### config.mk
export PLATFORM = sky130hd
export DESIGN_NAME = cnt_prescaled_mod
export DESIGN_NICKNAME = d
export VERILOG_FILES = /design/src/rtl/cnt_prescaled_mod.sv
export SDC_FILE = /design/constraint.sdc
export NUM_CORES = 1
export LEC_CHECK = 0
export ABC_AREA = 1
export BUFFER_PORTS_ARGS = -buffer_cell sky130_fd_sc_hd__buf_4
export CORE_MARGIN = 10
export CORE_UTILIZATION = 52
export DETAILED_ROUTE_END_ITERATION = 8
export PLACE_DENSITY = 0.77
export REMOVE_ABC_BUFFERS = 1
export SLEW_MARGIN = 20
export SYNTH_ARGS = -nofsm -noshare
export SYNTH_HDL_FRONTEND = slang
export SYNTH_SLANG_ARGS = --single-unit
### constraint.sdc
create_clock -name clk -period 1.35 [get_ports clk]
set_input_delay 0.135 -clock clk [delete_from_list [all_inputs] [get_ports clk]]
set_output_delay 0.135 -clock clk [all_outputs]
set_load 0.05 [all_outputs]
### src/rtl/cnt_prescaled_mod.sv
`default_nettype none
// ============================================================================
//  Module   : cnt_prescaled_mod
//  Brief    : Modulo counter stepped by a clock-enable prescaler; optional
//             down-counting compiled in with macro CNT_UPDOWN_EN.
//  Revision : 1.0 - initial release
// ============================================================================
module cnt_prescaled_mod #(
    parameter int WIDTH    = 7,
    parameter int COUNT_TO = 60,
    parameter int DIV      = 50
) (
    input  logic             clk,
    input  logic             rst,
    input  logic             en,
    input  logic             clr,
    input  logic             load,
    input  logic [WIDTH-1:0] load_val,
    input  logic             dir,
    output logic [WIDTH-1:0] out,
    output logic             tick,
    output logic             tc
);

    localparam int               PS_W     = (DIV > 1) ? $clog2(DIV) : 1;
    localparam logic [PS_W-1:0]  PS_LAST  = PS_W'(DIV - 1);
    localparam logic [WIDTH-1:0] CNT_LAST = WIDTH'(COUNT_TO - 1);

    logic [PS_W-1:0]  ps_q,   ps_d;
    logic [WIDTH-1:0] cnt_q,  cnt_d;
    logic             tick_q, tick_d;
    logic             tc_q,   tc_d;
    logic             w_up;
    logic             w_step;

`ifdef CNT_UPDOWN_EN
    assign w_up = dir;
`else
    logic w_unused_dir;
    assign w_up         = 1'b1;
    assign w_unused_dir = dir;
`endif

    always_comb begin
        ps_d   = ps_q;
        cnt_d  = cnt_q;
        tick_d = 1'b0;
        tc_d   = 1'b0;
        w_step = en && (ps_q == PS_LAST);

        if (clr) begin
            ps_d  = '0;
            cnt_d = '0;
        end else if (load) begin
            // Out-of-range load values collapse to zero so the count never leaves 0..COUNT_TO-1
            ps_d  = '0;
            cnt_d = (load_val <= CNT_LAST) ? load_val : '0;
        end else if (w_step) begin
            ps_d   = '0;
            tick_d = 1'b1;
            if (w_up) begin
                if (cnt_q == CNT_LAST) begin
                    cnt_d = '0;
                    tc_d  = 1'b1;
                end else begin
                    cnt_d = cnt_q + 1'b1;
                end
            end else begin
                if (cnt_q == '0) begin
                    cnt_d = CNT_LAST;
                    tc_d  = 1'b1;
                end else begin
                    cnt_d = cnt_q - 1'b1;
                end
            end
        end else if (en) begin
            ps_d = ps_q + 1'b1;
        end
    end

    always_ff @(posedge clk or negedge rst) begin
        if (!rst) begin
            ps_q   <= '0;
            cnt_q  <= '0;
            tick_q <= 1'b0;
            tc_q   <= 1'b0;
        end else begin
            ps_q   <= ps_d;
            cnt_q  <= cnt_d;
            tick_q <= tick_d;
            tc_q   <= tc_d;
        end
    end

    assign out  = cnt_q;
    assign tick = tick_q;
    assign tc   = tc_q;

endmodule
`default_nettype wire

# == After elaboration in Yosys (flattened, before gate mapping) ==
# Cells that the tools add are included.
# word_totals
ff_bits,15
latch_bits,0
mem_bits_rw,0
mem_bits_ro,0
inputBits,13
out_inout_bits,9
wordCells,28
mem_count,0
# op_classes
addsub,2
n_mul,0
div,0
magnitude_cmp,1
n_eq_ne,2
shifts,0
n_mux,16
bitwise,0
reduce_logical,3
# op_table
cell,n
$mux W7,5
$mux W6,4
$add A7 B1 Y7 const B,1
$eq A7 B6 Y1 const B,1
$le A7 B6 Y1 const B,1
$mux W1,7
$add A6 B1 Y6 const B,1
$eq A6 B6 Y1 const B,1
$reduce_bool A4 Y1,1
$reduce_bool A3 Y1,1
$logic_and A1 B1 Y1,1

# == Logic depth before layout (Yosys ltp) ==
# Gate-level depths: netlist (run 1).
# depth
word_depth,5
ltp_mapped,10
mapped_depth_nobuf,10

# == Worst setup path after synthesis (run 1) ==
# No wires, ideal clock.
# synth_path
path_type,register to register
from,"register cnt_q[0], in the netlist out[0]"
to,"register cnt_q[0], in the netlist out[0]"
setup_ns,0.118
arrival_time_ns,1.517
setup_slack_ns,-0.285
stages_incl_launch_ff,9
cell_sequence,dfrtp_1 -> ha_1 -> nand2_1 -> nor2_1 -> nand2_1 -> nand2_1 -> o21ai_0 -> nand2_1 -> nand2_1
# synth_via
elab_chain_len,5
word_cells_on_any_way,6
# synth_lines
item,line,rtl
start: declaration,30,"logic [WIDTH-1:0] cnt_q, cnt_d;"
start signal: assignment,89,cnt_q <= cnt_d;
$add A7 B1 Y7 or $eq A7 B6 Y1 (tied branches),"66, 62",
$mux W7 (*),62,if (cnt_q == CNT_LAST) begin
$mux W7 (*),58,end else if (w_step) begin
$mux W7 (*),54,end else if (load) begin
$mux W7 (*),51,if (clr) begin
# Every way passes the cells marked *; elsewhere a longest branch is shown, timed or not. The select of a mux whose other input is x is not followed.
# A chain may end at the register's enable or synchronous reset.

# == Final worst setup path (run 1) ==
# layout_path
from,register ps_q[1]
to,"register cnt_q[5], in the netlist out[5]"
# layout_via
elab_chain_len,3
# layout_lines
item,line,rtl
start: declaration,29,"logic [PS_W-1:0] ps_q, ps_d;"
start signal: assignment,88,ps_q <= ps_d;
$eq A6 B6 Y1,49,w_step = en && (ps_q == PS_LAST);
$logic_and A1 B1 Y1,49,
$reduce_bool A3 Y1 (no line),--,
# No other way between the ends.

==> results of run 1 <==
-- flip-flops by register name, indices dropped and copies added (netlist names) --
signal,flops
tc,1
out,7
ps_q,6
tick,1
-- cell usage in the layout (no fill, tap or decap), types with 3 or more instances in the layout --
master	count
nand2_1	41
buf_4	24
inv_1	17
dfrtp_1	15
nor2_1	9
nand3_1	9
nand4_1	7
nand2_2	4
nor2_2	3
nand2_4	3
o21ai_1	3
clkbuf_4	3
-- worst max-delay path, stage by stage (launching register included) --
cell	delay [ps]
dfrtp_1	410
inv_2	80
ha_4	110
inv_1	40
nor2_2	80
nand3_2	110
nand2_4	130
nand2_4	70
nor2_2	90
nand2_1	50
nand2_1	50
-- area by class of cell --
cell class	instances	area share
Multi-Input combinational cell	95	0.440
Clock buffer	4	0.0207
Inverter	21	0.0681
Tap cell	25	0.0247
Sequential cell	15	0.296
Timing Repair Buffer	25	0.150
-- layer usage --
layer  GRT usage  vias up  share of wire
met5           0        -              0
met4      0.0546        0          0.016
met2       0.187       20           0.49
met3      0.0331        5          0.044
li1            -      471              -
met1       0.136      414           0.45
-- kinds of logic after synthesis --
| logic type | count (synthesis) | share of synthesized area |
|---|---|---|
| AO/OA/AOI/OAI | 6 | 0.0314 |
| XOR/XNOR | 4 | 0.0351 |
| adder cells (fa/ha/maj) | 3 | 0.0376 |
| buffers and inverters | 23 | 0.0991 |
| flip-flops | 15 | 0.376 |
| multiplexers | 1 | 0.0100 |
| AND/OR/NAND/NOR | 81 | 0.410 |
-- path summary, 6_finish.rpt --
kind	to	cells after the start
setup / recovery	out[5]$_DFFE_PN0P_	10
min in group asynchronous	out[5]$_DFFE_PN0P_	2
hold / removal	ps_q[0]$_DFFE_PN0P_	3
hold reg to reg	ps_q[5]$_DFFE_PN0P_	2
setup reg to reg	out[5]$_DFFE_PN0P_	10
max in group asynchronous	ps_q[0]$_DFFE_PN0P_	2
-- stage by stage --
stage	setup slack [ps]	utilization
after floorplan	-285	-
after global placement	44.0	0.670
after detailed placement	22.9	0.670
after CTS	18.3	0.692
after global routing	-22.6	0.718
final	75.9	0.718
-- report_power, final --
group | internal (mW) | total, mW | switching [mW]
Combinational | 0.0889 | 0.232 | 0.143
Clock | 0.115 | 0.266 | 0.151
Sequential | 0.463 | 0.484 | 0.0212
-- repair_timing --
action / in CTS / in global routing
endpoints found under the setup margin: 1 / 11
hold buffers: 1 / 0
endpoints found under the hold margin: 15 / 0
pin swaps: 0 / 2
setup buffers: 0 / 1
resized for setup: 1 / 13
==> impl_metrics.yaml, run 1 <==
setup_path:
  crit_fanout: 4
  rrSetupSlack_ps: 80
  start_kind: "flop"
  cp_data_required_time_ps: 1590
  reg2reg_from: "ps_q[1]$_DFFE_PN0P_"
  path_class: "flop to flop"
  endpoint_kind: "flop"
  crit_arrival_ps: 1520
  crit_start: "ps_q[1]$_DFFE_PN0P_"
die:
  ioPinCount: 22
  die_area_um2: 4070
  die_h_um: 63.8
  fp.dieW_um: 63.8
  core_um2: 1760
  start_util: 0.565
  rows: 15
synth:
  synth.area.top_cells: "dfrtp_1, nand2_1, inv_1, nand3_1, nand4_1"
  synth_cell_type_count: 26
  synth_most_common_cell: "nand2_1"
  syn_area_um2: 997
  yosys_register_bits: 15
  synth_edf_count: 0
  ys_warn_count: 0
  ys.flop_type: "dfrtp_1"
  yosys.area.top_type_share: 0.376
  yosys-top-cells-count: "nand2_1, inv_1, dfrtp_1, nor2_1, nand3_1"
  syn_inst: 133
  syn_avg_cell_area_um2: 7.50
  yosys.area.top_type: "dfrtp_1"
  ys_async_sr_fraction: 1.00
  yosysSeqAreaShare: 0.376
cells_and_area:
  multi_input_area_um2: 558
  drive_above_1_share: 0.300
  layout.cells.non_filler: 185
  diodes: 0
  fillerInstances: 167
  seqCellArea_um2: 375
  nets: 177
  area_growth_pct: 27.1
  fin_area_um2: 1270
clocking:
  cts.path.max_buffers: 2
  clk_pin_slew_worst_paths_ps: 100
  h-tree-depth: 1
  root_buffer: "clkbuf_4"
  cts_buffers: 3
  cts_tree: "yes"
  clock-sinks: 15
  clk-insertion-delay-late_ps: 290
place:
  gp_congestion: 0.797
  io_buffers: 20
  numPlacedInstances: 179
  place_hpwl_mm: 1.75
  place_area_um2: 1180
timing:
  setup_viol: 0
  hold_viol: 0
  worst_hold_slack_ps: 136
  min_period_ps: 1270
  worstMarginPinSlew_ps: 311
  slew_viol_final: 0
  finalCritPeriodShare: 0.944
  maxSlewHeadroom: 0.792
  fmax_ghz: 0.785
  fin_setup_tns_ps: 0
  fin_skew_ps: 11.7
  rsz0062_at_grt: "yes"
pwr:
  power_uw: 982
  leakagePower_nw: 0.677
  p_per_area_nw_per_um2: 775
  irDropWorstVdd_uv: 372
global_route:
  globalRouteTotalUtil: 0.115
  overflow: 0
  grt_antenna_before_repair: 0
  grt_pass1_wl_mm: 3.86
  grt_start_max_net_pins: 16
  grt_pass1_vias: 880
job:
  maxCapViolCount: 0
detailed_routing:
  postRouteAntennaNets: 0
  vias: 910
  firstDrtPassIters: 4
  drt_iter0_markers: 31
  drc: 0
  routedWlPerCell_um: 12.5
  routed_wl_mm: 2.32
  viasPerCell: 4.92
min_path:
  min_from: "en"
  worstHoldPathType: "input port to flop"
status:
  status: "finished clean"
(Power assumes the default switching activity.)
==> inputs of run 2 (changes only) <==
- CORE_UTILIZATION: 52 -> 56
- GPL_ROUTABILITY_DRIVEN: not set -> 0
- PLACE_DENSITY: 0.77 -> 0.82
- clock period: 1.35 -> 1.5 ns (I/O delays scaled with it)
==> run 2 against run 1 <==
Against the previous run:
- non-clock buffer count unchanged
- register-to-register slack better by 30 ps
- design area decreased by 3.0%
- critical path type unchanged
- flip-flop and latch count unchanged
- critical endpoint is now out[4]$_DFFE_PN0P_
- sequential share of layout area is 0.90 points higher
- die area decreased by 4.9%
- first-iteration DRC count increased by 26%
- critical path depth shrank 2
- setup slack improved by 32 ps
- highest routed layer unchanged
- sequential power shrank 11%
==> impl_metrics.yaml, run 2 (synthesis results as in run 1) <==
status:
  status: "finished clean"
clocking:
  clk_pin_slew_worst_paths_ps: 110
  cts_buffers: 3
  cts_tree: "yes"
  clock-sinks: 15
  root_buffer: "clkbuf_4"
  clk-insertion-delay-late_ps: 290
  h-tree-depth: 1
  cts.path.max_buffers: 2
detailed_routing:
  routedWlPerCell_um: 12.2
  drc: 0
  routed_wl_mm: 2.26
  firstDrtPassIters: 5
  vias: 955
  viasPerCell: 5.16
  drt_iter0_markers: 39
  postRouteAntennaNets: 0
timing:
  min_period_ps: 1390
  maxSlewHeadroom: 0.800
  hold_viol: 0
  fin_setup_tns_ps: 0
  fin_skew_ps: 11.6
  worstMarginPinSlew_ps: 299
  finalCritPeriodShare: 0.928
  setup_ws_ps: 107
  rsz0062_at_grt: "no"
  worst_hold_slack_ps: 146
  setup_viol: 0
  fmax_ghz: 0.718
  slew_viol_final: 0
global_route:
  grt_start_max_net_pins: 16
  globalRouteTotalUtil: 0.113
  grt_pass1_wl_mm: 3.82
  grt_antenna_before_repair: 0
  overflow: 0
  grt_pass1_vias: 915
pwr:
  p_per_area_nw_per_um2: 718
  irDropWorstVdd_uv: 832
  leakagePower_nw: 0.677
  power_uw: 883
setup_path:
  cp_data_required_time_ps: 1720
  cp_top_family: "simple AND/OR/NAND/NOR gates"
  crit_fanout: 4
  crit_start: "out[0]$_DFFE_PN0P_"
  cp_num_cells: 8
  cpPeakStageDelay_ps: 390
  crit_arrival_ps: 1620
  cp.buffers_inverters: 0
  path_class: "flop to flop"
  crit_top_cell: "nand2_1"
  endpoint_kind: "flop"
  critical_path.slowest_cell: "dfrtp_1"
  reg2reg_from: "out[0]$_DFFE_PN0P_"
  start_kind: "flop"
  rr_worst_depth: 8
  path_cells: "ha_1 > nand2_1 > nor2_1 > nand2_1 > nand2_1 > o21ai_0 > nand2_1 > nand2_1"
place:
  place_hpwl_mm: 1.74
  io_buffers: 20
  post-place-ws_ps: 139
  numPlacedInstances: 179
cells_and_area:
  drive_above_1_share: 0.263
  largest_register_ffs: 7
  layout_commonest_cell: "nand2_1"
  layout.cells.non_filler: 185
  diodes: 0
  fillerInstances: 139
  nets: 177
  area_growth_pct: 23.3
  mostFrequentLayoutCells: "nand2_1, buf_4, inv_1"
die:
  die_h_um: 62.2
  rows: 15
  fp.dieW_um: 62.2
  start_util: 0.584
  ioPinCount: 22
  core_um2: 1710
  die_area_um2: 3870
min_path:
  min_from: "en"
  worstHoldPathType: "input port to flop"
  worstHoldPathCells: 3
job:
  maxCapViolCount: 0
-- run 2: changes by cell type in the layout (fill, tap and decap cells not counted), moves of 2 or more --
cell / change
nand2_2: -3
ha_4: -2
ha_1: +2
nand2_1: +3
-- run 2: cell type report --
| type | count | area, um^2 | area share |
|---|---|---|---|
| Sequential cell | 15 | 375 | 0.305 |
| Clock buffer | 3 | 22.5 | 0.0183 |
| Inverter | 21 | 80.1 | 0.0651 |
| Tap cell | 25 | 31.3 | 0.0254 |
| Clock inverter | 1 | 7.51 | 0.00610 |
| Multi-Input combinational cell | 95 | 523 | 0.425 |
| Timing Repair Buffer | 25 | 190 | 0.155 |
-- run 2: what timing repair did --
action,4_1_cts,5_1_grt
gates resized for setup,0,1
hold buffers,1,0
hold endpoints to repair,15,0
endpoints found under the setup margin,0,2
setup buffers,0,1
-- run 2: routing by layer --
layer | wire (um) | global-route usage
met4 | 14 | 0.0314
met3 | 115 | 0.0251
met1 | 996 | 0.129
met5 | 0 | 0
met2 | 1130 | 0.204
-- run 2: worst min-delay path: stages --
cell and delay, ps:
buf_4 120, nand2_2 70, o22ai_1 60
-- run 2: final timing paths --
kind                                            end  slack (ps)
worst min register to register  ps_q[5]$_DFFE_PN0P_         570
max in group asynchronous        out[1]$_DFFE_PN0P_        1070
worst max-delay path             out[4]$_DFFE_PN0P_         110
worst max register to register   out[4]$_DFFE_PN0P_         110
worst min-delay path            ps_q[1]$_DFFE_PN0P_         150
min in group asynchronous       ps_q[5]$_DFFE_PN0P_         240
-- run 2: through the flow --
step | instance area (um^2) | util
after floorplan | 978 | -
after global placement | 1180 | 0.692
after detailed placement | 1180 | 0.692
after CTS | 1220 | 0.716
after global routing | 1230 | 0.720
final | 1230 | 0.720
-- run 2: power by group --
part           switching (mW)  leakage (nW)  internal, mW  total (mW)
Sequential             0.0156         0.206         0.417       0.433
Clock                   0.147        0.0139         0.101       0.248
Combinational           0.127         0.457        0.0754       0.202
Total                   0.289         0.677         0.594       0.883
==> inputs of run 3 (changes only) <==
- BUFFER_PORTS_ARGS: -buffer_cell sky130_fd_sc_hd__buf_4 -> not set
- CORE_UTILIZATION: 56 -> 60
- DONT_BUFFER_PORTS: not set -> 1
- PLACE_DENSITY: 0.82 -> 0.76
==> run 3 against run 2 <==
Against the previous run:
- cell count is 13% lower
- design area is 10% lower
- sequential power hardly changed
- total power is 5.3% lower
- clock power is 3% lower
- worst hold slack worse by 100 ps
- critical path type unchanged
- largest cell class unchanged
==> impl_metrics.yaml, run 3 (synthesis results as in run 1) <==
place:
  numPlacedInstances: 155
  place_hpwl_mm: 1.65
  io_buffers: 0
timing:
  setup_viol: 0
  maxSlewHeadroom: 0.546
  hold_viol: 0
  fin_skew_ps: 0.524
  worst_hold_slack_ps: 45.7
  min_period_ps: 1370
  fmax_ghz: 0.729
  finalCritPeriodShare: 0.915
  worstMarginPinSlew_ps: 679
  slew_viol_final: 0
  fin_setup_tns_ps: 0
die:
  die_area_um2: 3690
  die_h_um: 60.8
  core_um2: 1540
  rows: 14
  fp.dieW_um: 60.8
  ioPinCount: 22
  start_util: 0.647
setup_path:
  start_kind: "flop"
  crit_arrival_ps: 1550
  endpoint_kind: "flop"
  cpPeakStageDelay_ps: 400
  path_class: "flop to flop"
  crit_fanout: 10
  reg2reg_from: "ps_q[1]$_DFFE_PN0P_"
  cp_data_required_time_ps: 1680
  path_cells: "inv_1 > ha_1 > inv_1 > nor2_1 > nand3_2 > nand2_4 > inv_2 > nand2_2 > o22ai_1"
  crit_start: "ps_q[1]$_DFFE_PN0P_"
  critical_path.slowest_cell: "dfrtp_1"
  crit_top_cell: "inv_1"
job:
  maxCapViolCount: 0
pwr:
  p_clk_frac: 0.286
  switchingPower_uw: 267
  irDropWorstVdd_uv: 506
  power_frac_seq: 0.515
  p_per_area_nw_per_um2: 756
  leakagePower_nw: 0.605
  power_uw: 836
  p_int_uw: 569
  sw_frac_of_total: 0.320
  share_comb_of_total_power: 0.198
cells_and_area:
  drive_above_1_share: 0.179
  layout.cells.non_filler: 161
  area_growth_pct: 10.9
  diodes: 0
  mostFrequentLayoutCells: "nand2_1, inv_1, dfrtp_1"
  nets: 162
  fin_util: 0.718
  layout_commonest_cell: "nand2_1"
  largest_register_ffs: 7
global_route:
  busiest_layer: "met2"
  grt_start_max_net_pins: 16
  overflow: 0
  grt_use_met2: 0.192
  grtUsageMet1: 0.152
  use_met3: 0.0355
  globalRouteTotalUtil: 0.123
  grt_pass1_wl_mm: 3.55
  grt_pass1_vias: 828
  grt_antenna_before_repair: 0
detailed_routing:
  vias: 879
  drc: 0
  firstDrtPassIters: 4
  drt_iter0_markers: 28
  routed_wl_mm: 2.14
  viasPerCell: 5.46
  routedWlPerCell_um: 13.3
  postRouteAntennaNets: 0
clocking:
  root_buffer: "clkbuf_4"
  clk_pin_slew_worst_paths_ps: 90
  h-tree-depth: 1
  cts_buffers: 3
  cts_resized: 0
  cts.path.max_buffers: 2
  clk-insertion-delay-late_ps: 290
  cts_tree: "yes"
  clock-sinks: 15
min_path:
  min_from: "load"
  worstHoldPathType: "input port to flop"
status:
  status: "finished clean"
run 3: cell types whose count changed in the layout (fill, tap and decap cells not counted):
cell,previous run,this run
buf_4,24,8
clkinv_2,1,2
clkinvlp_4,1,0
dlygate4sd3_1,1,2
o21ai_0,2,3
o21ai_1,2,1
run 3: repair_timing:
action / 4_1_cts / 5_1_grt
hold buffers: 1 / 1
endpoints found under the hold margin: 15 / 1
setup buffers: 0 / 0
run 3: area by class of cell:
class	instances	area, um^2
multi-input combinational	95	523
fill	118	435
sequential	15	375
timing repair buffer	10	80.1
inverter	21	80.1
clock buffer	3	22.5
tap	16	20.0
clock inverter	1	5.00
run 3: metrics by stage:
step / cell area [um^2] / setup slack, ps
final: 1110 / 128
after floorplan: 978 / -135
after CTS: 1100 / 161
after global placement: 1060 / 203
after global routing: 1110 / -8.53
after detailed placement: 1060 / 176
run 3: worst paths after layout:
| check | to | slack (ps) | cells past startpoint |
|---|---|---|---|
| min reg2reg | ps_q[5]$_DFFE_PN0P_ | 590 | 2 |
| min | out[1]$_DFFE_PN0P_ | 50 | 3 |
| min in group asynchronous | ps_q[3]$_DFFE_PN0P_ | 330 | 1 |
| max in group asynchronous | out[1]$_DFFE_PN0P_ | 740 | 1 |
| max reg2reg | ps_q[1]$_DFFE_PN0P_ | 130 | 9 |
| max | ps_q[1]$_DFFE_PN0P_ | 130 | 9 |
run 3: metal layers:
layer,wire (um),up-vias
met2,1010,29
li1,-,439
met3,159,4
met1,937,407
met5,0,-
met4,36,0
run 3: power groups by stage:
stage / sequential (mW) / combinational (mW) / clock [mW]
after detailed placement: 0.439 / 0.153 / 0
after global routing: 0.433 / 0.182 / 0.273
after floorplan: 0.484 / 0.0680 / 0
after CTS: 0.431 / 0.164 / 0.242
after global placement: 0.438 / 0.150 / 0
final: 0.431 / 0.166 / 0.240
run 3: critical path: cells and delay by family (launching register included):
| family | cells | cell delay (ps) |
|---|---|---|
| AO/OA/AOI/OAI | 1 | 70 |
| adder cells (fa/ha/maj) | 1 | 160 |
| buffers and inverters | 3 | 230 |
| flip-flops | 1 | 400 |
| AND/OR/NAND/NOR | 4 | 410 |
